$ cat src/rtl/contador_pkg.sv
// Shared constants, direction type and width helper for the mod-N counter chain.
package contador_pkg;

  localparam int MAX_STAGES = 8;

  typedef enum logic {
    DIR_DOWN = 1'b0,
    DIR_UP   = 1'b1
  } dir_t;

  // Bits needed to hold codes 0..mod-1.
  function automatic int stage_width(input int mod);
    return $clog2(mod);
  endfunction

endpackage

$ cat src/rtl/contador_modn_estagio.sv
// One modulo-MOD counter digit with load-clamp and self-recovery from illegal codes.
module contador_modn_estagio
  import contador_pkg::*;
#(
  parameter int MOD = 10,
  parameter int W   = 4
) (
  input  logic         clk,
  input  logic         reset,
  input  logic         step,
  input  logic         up,
  input  logic         load,
  input  logic [W-1:0] load_d,
  output logic [W-1:0] q,
  output logic         at_max,
  output logic         at_zero
);

  // One extra bit so MOD == 2^W still compares correctly.
  localparam logic [W:0]   MOD_V = (W+1)'(MOD);
  localparam logic [W-1:0] MAX_V = W'(MOD - 1);

  logic [W-1:0] r_q;
  logic         w_legal;
  dir_t         w_dir;

  assign w_dir   = dir_t'(up);
  assign w_legal = {1'b0, r_q} < MOD_V;

  // Digit update: reset, clamped load, then step with wrap; an illegal code wraps like a boundary.
  always_ff @(posedge clk) begin
    if (!reset) begin
      r_q <= '0;
    end else if (load) begin
      r_q <= ({1'b0, load_d} < MOD_V) ? load_d : '0;
    end else if (step) begin
      if (w_dir == DIR_UP)
        r_q <= (r_q == MAX_V || !w_legal) ? '0 : r_q + 1'b1;
      else
        r_q <= (r_q == '0 || !w_legal) ? MAX_V : r_q - 1'b1;
    end
  end

  assign q       = r_q;
  assign at_max  = (r_q == MAX_V);
  assign at_zero = (r_q == '0);

endmodule

$ cat src/rtl/contador_modn_cascata.sv
// Cascaded chain of mod-N digits with enable, direction, load, wrap pulse and terminal count.
module contador_modn_cascata
  import contador_pkg::*;
#(
  parameter int NUM_STAGES           = 2,
  parameter int MOD_LIST[NUM_STAGES] = '{10, 6},
  parameter int W                    = 4
) (
  input  logic                    clk,
  input  logic                    reset,
  input  logic                    en,
  input  logic                    up,
  input  logic                    load,
  input  logic [NUM_STAGES*W-1:0] load_val,
  output logic [NUM_STAGES*W-1:0] cont,
  output logic                    carry,
  output logic                    tc
);

  logic [NUM_STAGES-1:0] w_step;
  logic [NUM_STAGES-1:0] w_at_max;
  logic [NUM_STAGES-1:0] w_at_zero;
  logic                  w_run;
  logic                  r_carry;

  if (NUM_STAGES < 1 || NUM_STAGES > MAX_STAGES) begin : g_chk_n
    $error("contador_modn_cascata: NUM_STAGES out of range");
  end

  for (genvar k = 0; k < NUM_STAGES; k++) begin : g_stage
    if (MOD_LIST[k] < 2 || stage_width(MOD_LIST[k]) > W) begin : g_chk_mod
      $error("contador_modn_cascata: MOD_LIST entry does not fit in W bits");
    end

    contador_modn_estagio #(
      .MOD (MOD_LIST[k]),
      .W   (W)
    ) u_est (
      .clk     (clk),
      .reset   (reset),
      .step    (w_step[k]),
      .up      (up),
      .load    (load),
      .load_d  (load_val[k*W +: W]),
      .q       (cont[k*W +: W]),
      .at_max  (w_at_max[k]),
      .at_zero (w_at_zero[k])
    );
  end

  // Ripple enable: a stage steps only when every lower stage sits at its boundary.
  always_comb begin
    w_step = '0;
    w_run  = en;
    for (int k = 0; k < NUM_STAGES; k++) begin
      w_step[k] = w_run;
      w_run     = w_run & (up ? w_at_max[k] : w_at_zero[k]);
    end
  end

  // Whole chain at its boundary with en high means this edge wraps.
  assign tc = w_run;

  // Wrap pulse: registered tc unless load or reset steals the edge.
  always_ff @(posedge clk) begin
    if (!reset)
      r_carry <= 1'b0;
    else
      r_carry <= tc & ~load;
  end

  assign carry = r_carry;

endmodule

$ cat config.mk
export PLATFORM = sky130hd
export DESIGN_NAME = contador_modn_cascata
export DESIGN_NICKNAME = d
export VERILOG_FILES = /design/src/rtl/contador_pkg.sv /design/src/rtl/contador_modn_estagio.sv /design/src/rtl/contador_modn_cascata.sv
export SDC_FILE = /design/constraint.sdc
export NUM_CORES = 1
export LEC_CHECK = 0
export CORE_AREA = 3 3 47 49
export CTS_CLUSTER_DIAMETER = 100
export DETAILED_ROUTE_END_ITERATION = 8
export DIE_AREA = 0 0 50 52
export PLACE_DENSITY = 0.77
export SLEW_MARGIN = 20
export SYNTH_ARGS = -nofsm -noshare
export SYNTH_HDL_FRONTEND = slang
export SYNTH_SLANG_ARGS = --single-unit
$ cat constraint.sdc
create_clock -name clk -period 2.9 [get_ports clk]
set_clock_uncertainty 0.15 [all_clocks]
set_input_delay 0.87 -clock clk [delete_from_list [all_inputs] [get_ports clk]]
set_output_delay 0.87 -clock clk [all_outputs]
set_load 0.01 [all_outputs]
* Yosys cells after proc, flatten, opt, wreduce, memory -nomap -nowiden *
Cells that the tools add are included.

word-level totals
  register bits after elaboration = 9
  output and inout port bits = 10

cells by class
  $add $sub $neg = 4
  $lt $le $gt $ge = 4
  eq/ne operators = 2
  multiplexer cells = 14
  bitwise logic cells = 4
  reduce and logical (&&, ||, !) cells = 10

operators with widths
  operator             count
  $mux 4               12
  $add 4x1->4 const B  2
  $logic_not 4->1      2
  $lt 4x3->1 const B   2
  $lt 4x4->1 const B   2
  $sub 4x1->4 const B  2
  $eq 4x3->1 const B   1
  $eq 4x4->1 const B   1
  $logic_or 1x1->1     4
  $reduce_bool 2->1    2
  $and 1x1->1          3
  $logic_not 1->1      2
  $mux 1               2
  $not 1->1            1

* Logic depth before layout (Yosys ltp) *
  depth after elaboration = 7
  mapped depth = 6

* By module *
A second synthesis with hierarchy kept.

unflattened totals
  cell total of the unflattened synthesis = 115
  area, all modules = 960.9 µm²

by module, submodules not included
  module                                    times used  cells an instance  area each (µm²)  seq. area each (µm²)
  contador_modn_estagio (g_stage[0].u_est)  1           58                 466.7            80.1
  contador_modn_estagio (g_stage[1].u_est)  1           49                 402.9            80.1
  contador_modn_cascata                     1           8                  91.3             20.0

* Least setup slack after synthesis *
Ideal clock, no wire load.

  path type = input to output
  start = input port up
  end = output port tc
  arrival time = 1713 ps
  data required time = 1880 ps
  slack = 167 ps
  stages on the path = 4
  cells stage by stage = buf_2 and3_1 o211ai_2 a211oi_1

between the ends
  longest elaborated chain between the ends = 3
  elaborated cells on any way between the ends = 4
  those cells by class = 2 x mux; 2 x bitwise

RTL lines
  element          line                         source
  start, declared  contador_modn_cascata.sv:12  input logic up,
  $mux 1           contador_modn_cascata.sv:57  w_run = w_run & (up ? w_at_max[k] : w_at_zero[k]);
  $and 1x1->1      contador_modn_cascata.sv:57
  $and 1x1->1 (*)  contador_modn_cascata.sv:57
  end, declared    contador_modn_cascata.sv:17  output logic tc

Mark *: on every way between the ends. The rest lies on a longest branch, timed or not.

* Worst setup path in the final report *
Ends and elaborated chain as after synthesis.

==> results.sh <==
export IMPL_boundaryPins=23
export IMPL_clk_latency_ns=0.26
export IMPL_slew_headroom_pct=72.9
export IMPL_ys_ff_latch=9
export IMPL_pwr_density_cell_mw_per_mm2=308
export IMPL_synth_warning_count=0
export IMPL_cts_setup_buffers=0
export IMPL_syn_avg_cell_area_sq_um=7.38
export IMPL_syn_to_final_growth_pct=41.4
export IMPL_synth_ff_type="dfxtp_1"
export IMPL_final_util_pct=65.9
export IMPL_dieArea_sq_mm=0.00260
export IMPL_cp_data_arrival_time_ns=1.80
export IMPL_hold_buffers=0
export IMPL_drc=0
export IMPL_coreArea_sq_mm=0.00190
export IMPL_wl_mm=2.47
export IMPL_slowest_stage="clkdlybuf4s15_1"
export IMPL_n_antenna_cell=0
export IMPL_sw_frac_of_total_pct=32.7
export IMPL_netlist_cell_type_count=42
export IMPL_fin_crit_ns=2.82
export IMPL_cts_root_buf="clkbuf_4"
export IMPL_status="finished, final reports clean"
export IMPL_nets=177
export IMPL_rows=16
export IMPL_p_int_uw=260
export IMPL_fin_crit_sh_pct=97.2
export IMPL_grt_pass1_vias=971
export IMPL_critPathTopFamily="buffers and inverters"
export IMPL_synth_edff_count=0
export IMPL_worstSetupEndpointType="output port"
export IMPL_clk_pin_slew_ns=0.07
export IMPL_syn_area_sq_um=886
export IMPL_ctsHtreeMaxLevel=1
export IMPL_pwr_share_seq_pct=35.1
export IMPL_switching_power_uw=126
export IMPL_final_area_sq_mm=0.00125
export IMPL_firstDrtPassIters=4
export IMPL_setup_viol=0
export IMPL_synth_nets=141
export IMPL_initial_core_util_pct=46.6
export IMPL_vias_per_cell=5.64
export IMPL_ant_nets=0
export IMPL_n_fill_cell=165
export IMPL_overflow=0
export IMPL_synth_cells=120
export IMPL_track_usage_pct=20.1
export IMPL_drive_above_1_share_pct=15.5
export IMPL_vias=1027
export IMPL_die_h_um=52
export IMPL_drt_iter0_markers=41
export IMPL_place_hpwl_mm=1.92
export IMPL_grt_antenna_before_repair=0
export IMPL_routabilityCongestion=0.914
export IMPL_grt_max_degree=12
export IMPL_wl_per_cell_um=13.6
export IMPL_critPathRequiredTime_ns=1.88
export IMPL_clock_fmax_mhz=355
export IMPL_maxCapViolCount=0
export IMPL_crit_fanout=4
export IMPL_grt_pass1_wl_mm=4.04
export IMPL_critPathKind="in2out"
export IMPL_async_flop_share_pct=0
export IMPL_cts_tree="done"
export IMPL_peakVddDrop_mv=0.210
export IMPL_cts_buffers=3
export IMPL_grt_setup_unrepaired="false"
export IMPL_setup_tns_ns=0
export IMPL_path_cells="clkdlybuf4s15_1 > buf_4 > nor2_1 > nand2_1 > a211oi_2 > buf_2"
export IMPL_p_comb_share_pct=38.8
export IMPL_clock_sinks=9
export IMPL_portBuffers=22
export IMPL_hold_class="reg2reg"
export IMPL_tightest_slew_ns=0.397
export IMPL_critPathLaunchType="primary input"
export IMPL_p_clk_share_pct=26.1
export IMPL_finalHoldViolations=0
export IMPL_postPlaceCellArea_sq_mm=0.00122
export IMPL_critPathBufInv=3
export IMPL_slowest_delay_ns=0.22
export IMPL_finalPower_uw=386
export IMPL_slew_viol_final=0
export IMPL_leakage_uw=0.000520
export IMPL_die_w_um=50
export IMPL_ys_seq_area_share_pct=20.3
export IMPL_cts_buffer_depth=2
-- final timing paths --
| check | to | from | slack, ns | cells after the start |
|---|---|---|---|---|
| setup / recovery | tc | up | 0.08 | 6 |
| hold / removal | carry | g_stage[1].u_est.q[3] | 0.44 | 2 |
| setup reg to reg | g_stage[1].u_est.q[3] | g_stage[1].u_est.q[0] | 0.91 | 5 |
| hold reg to reg | carry | g_stage[1].u_est.q[3] | 0.44 | 2 |
-- cell usage after synthesis, drive strengths merged, types with 4 or more instances --
| master | count | area [sq um] |
|---|---|---|
| a21oi | 7 | 35.0 |
| clkbuf | 4 | 15.0 |
| dfxtp | 9 | 180 |
| ha | 8 | 100 |
| inv | 9 | 33.8 |
| nand2 | 10 | 37.5 |
| nor2 | 9 | 33.8 |
| o21ai | 10 | 50.1 |
-- per-stage QoR --
step | instances | setup WS, ns | hold slack (ns)
after global routing | 182 | 0.0278 | 0.447
after detailed placement | 178 | -0.678 | 0.423
after CTS | 182 | 0.0175 | 0.432
after floorplan | 120 | 0.167 | 0.466
final | 182 | 0.0806 | 0.437
after global placement | 178 | -0.661 | 0.418
-- per-layer routing --
layer | wire length (um) | share of wire, % | GRT usage [%] | vias up
met1 | 1150 | 46 | 24.1 | 460
met4 | 23 | 0.93 | 8.76 | 0
met3 | 169 | 6.8 | 4.01 | 4
met5 | 0 | 0 | 0 | -
li1 | - | - | - | 515
met2 | 1130 | 46 | 34.3 | 48
-- kinds of logic (layout without fill, tap and decap cells) --
family,after synthesis,count (layout),share of synthesized area (%)
mux,2,2,2.40
simple gates,48,48,30.4
flops,9,9,20.3
buf+inv,16,51,7.91
fa+ha+maj,8,8,11.3
compound gates,37,37,27.7
-- cell type report --
class	instances	area, sq um	area share, %
timing repair buffer	38	338	27.0
multi-input combinational	95	641	51.1
sequential	9	180	14.4
inverter	9	33.8	2.70
tap	27	33.8	2.70
clock buffer	4	26.3	2.10
-- tightest hold or removal path: cells and delay by family, from the launching register on --
family / cells / cell delay, ns
and+or+nand+nor: 1 / 0.13
DFF: 1 / 0.36
AOI/OAI and AO/OA: 1 / 0.06
-- registers in the layout (all words and copies together), names as in the netlist --
register         count
carry                1
g_stage.u_est.q      8
-- cells in the final DEF, fill, tap and decap left out, types with 3 or more instances in the layout --
| cell type | instances |
|---|---|
| dfxtp_1 | 9 |
| nand3_1 | 3 |
| nor3_1 | 3 |
| clkdlybuf4s50_1 | 19 |
| nand2_1 | 10 |
| a21oi_1 | 7 |
| clkbuf_4 | 3 |
| buf_4 | 16 |
| o21a_1 | 3 |
| nor2b_1 | 3 |
| ha_1 | 8 |
| inv_1 | 9 |
| o21ai_0 | 10 |
| nor2_1 | 9 |
| nand4_1 | 3 |
-- repair_timing --
item | in CTS | in global routing
pin swaps | 0 | 1
setup endpoints to repair | 1 | 1
resized for setup | 6 | 2
-- power by group through the flow --
| stage | clock [uW] | sequential [uW] | combinational (uW) |
|---|---|---|---|
| after floorplan | 0 | 144 | 73.8 |
| after global placement | 0 | 138 | 144 |
| after detailed placement | 0 | 138 | 149 |
| after CTS | 102 | 135 | 149 |
| after global routing | 114 | 136 | 165 |
| final | 101 | 135 | 150 |
Note: power is estimated with default switching activity, not from simulation.
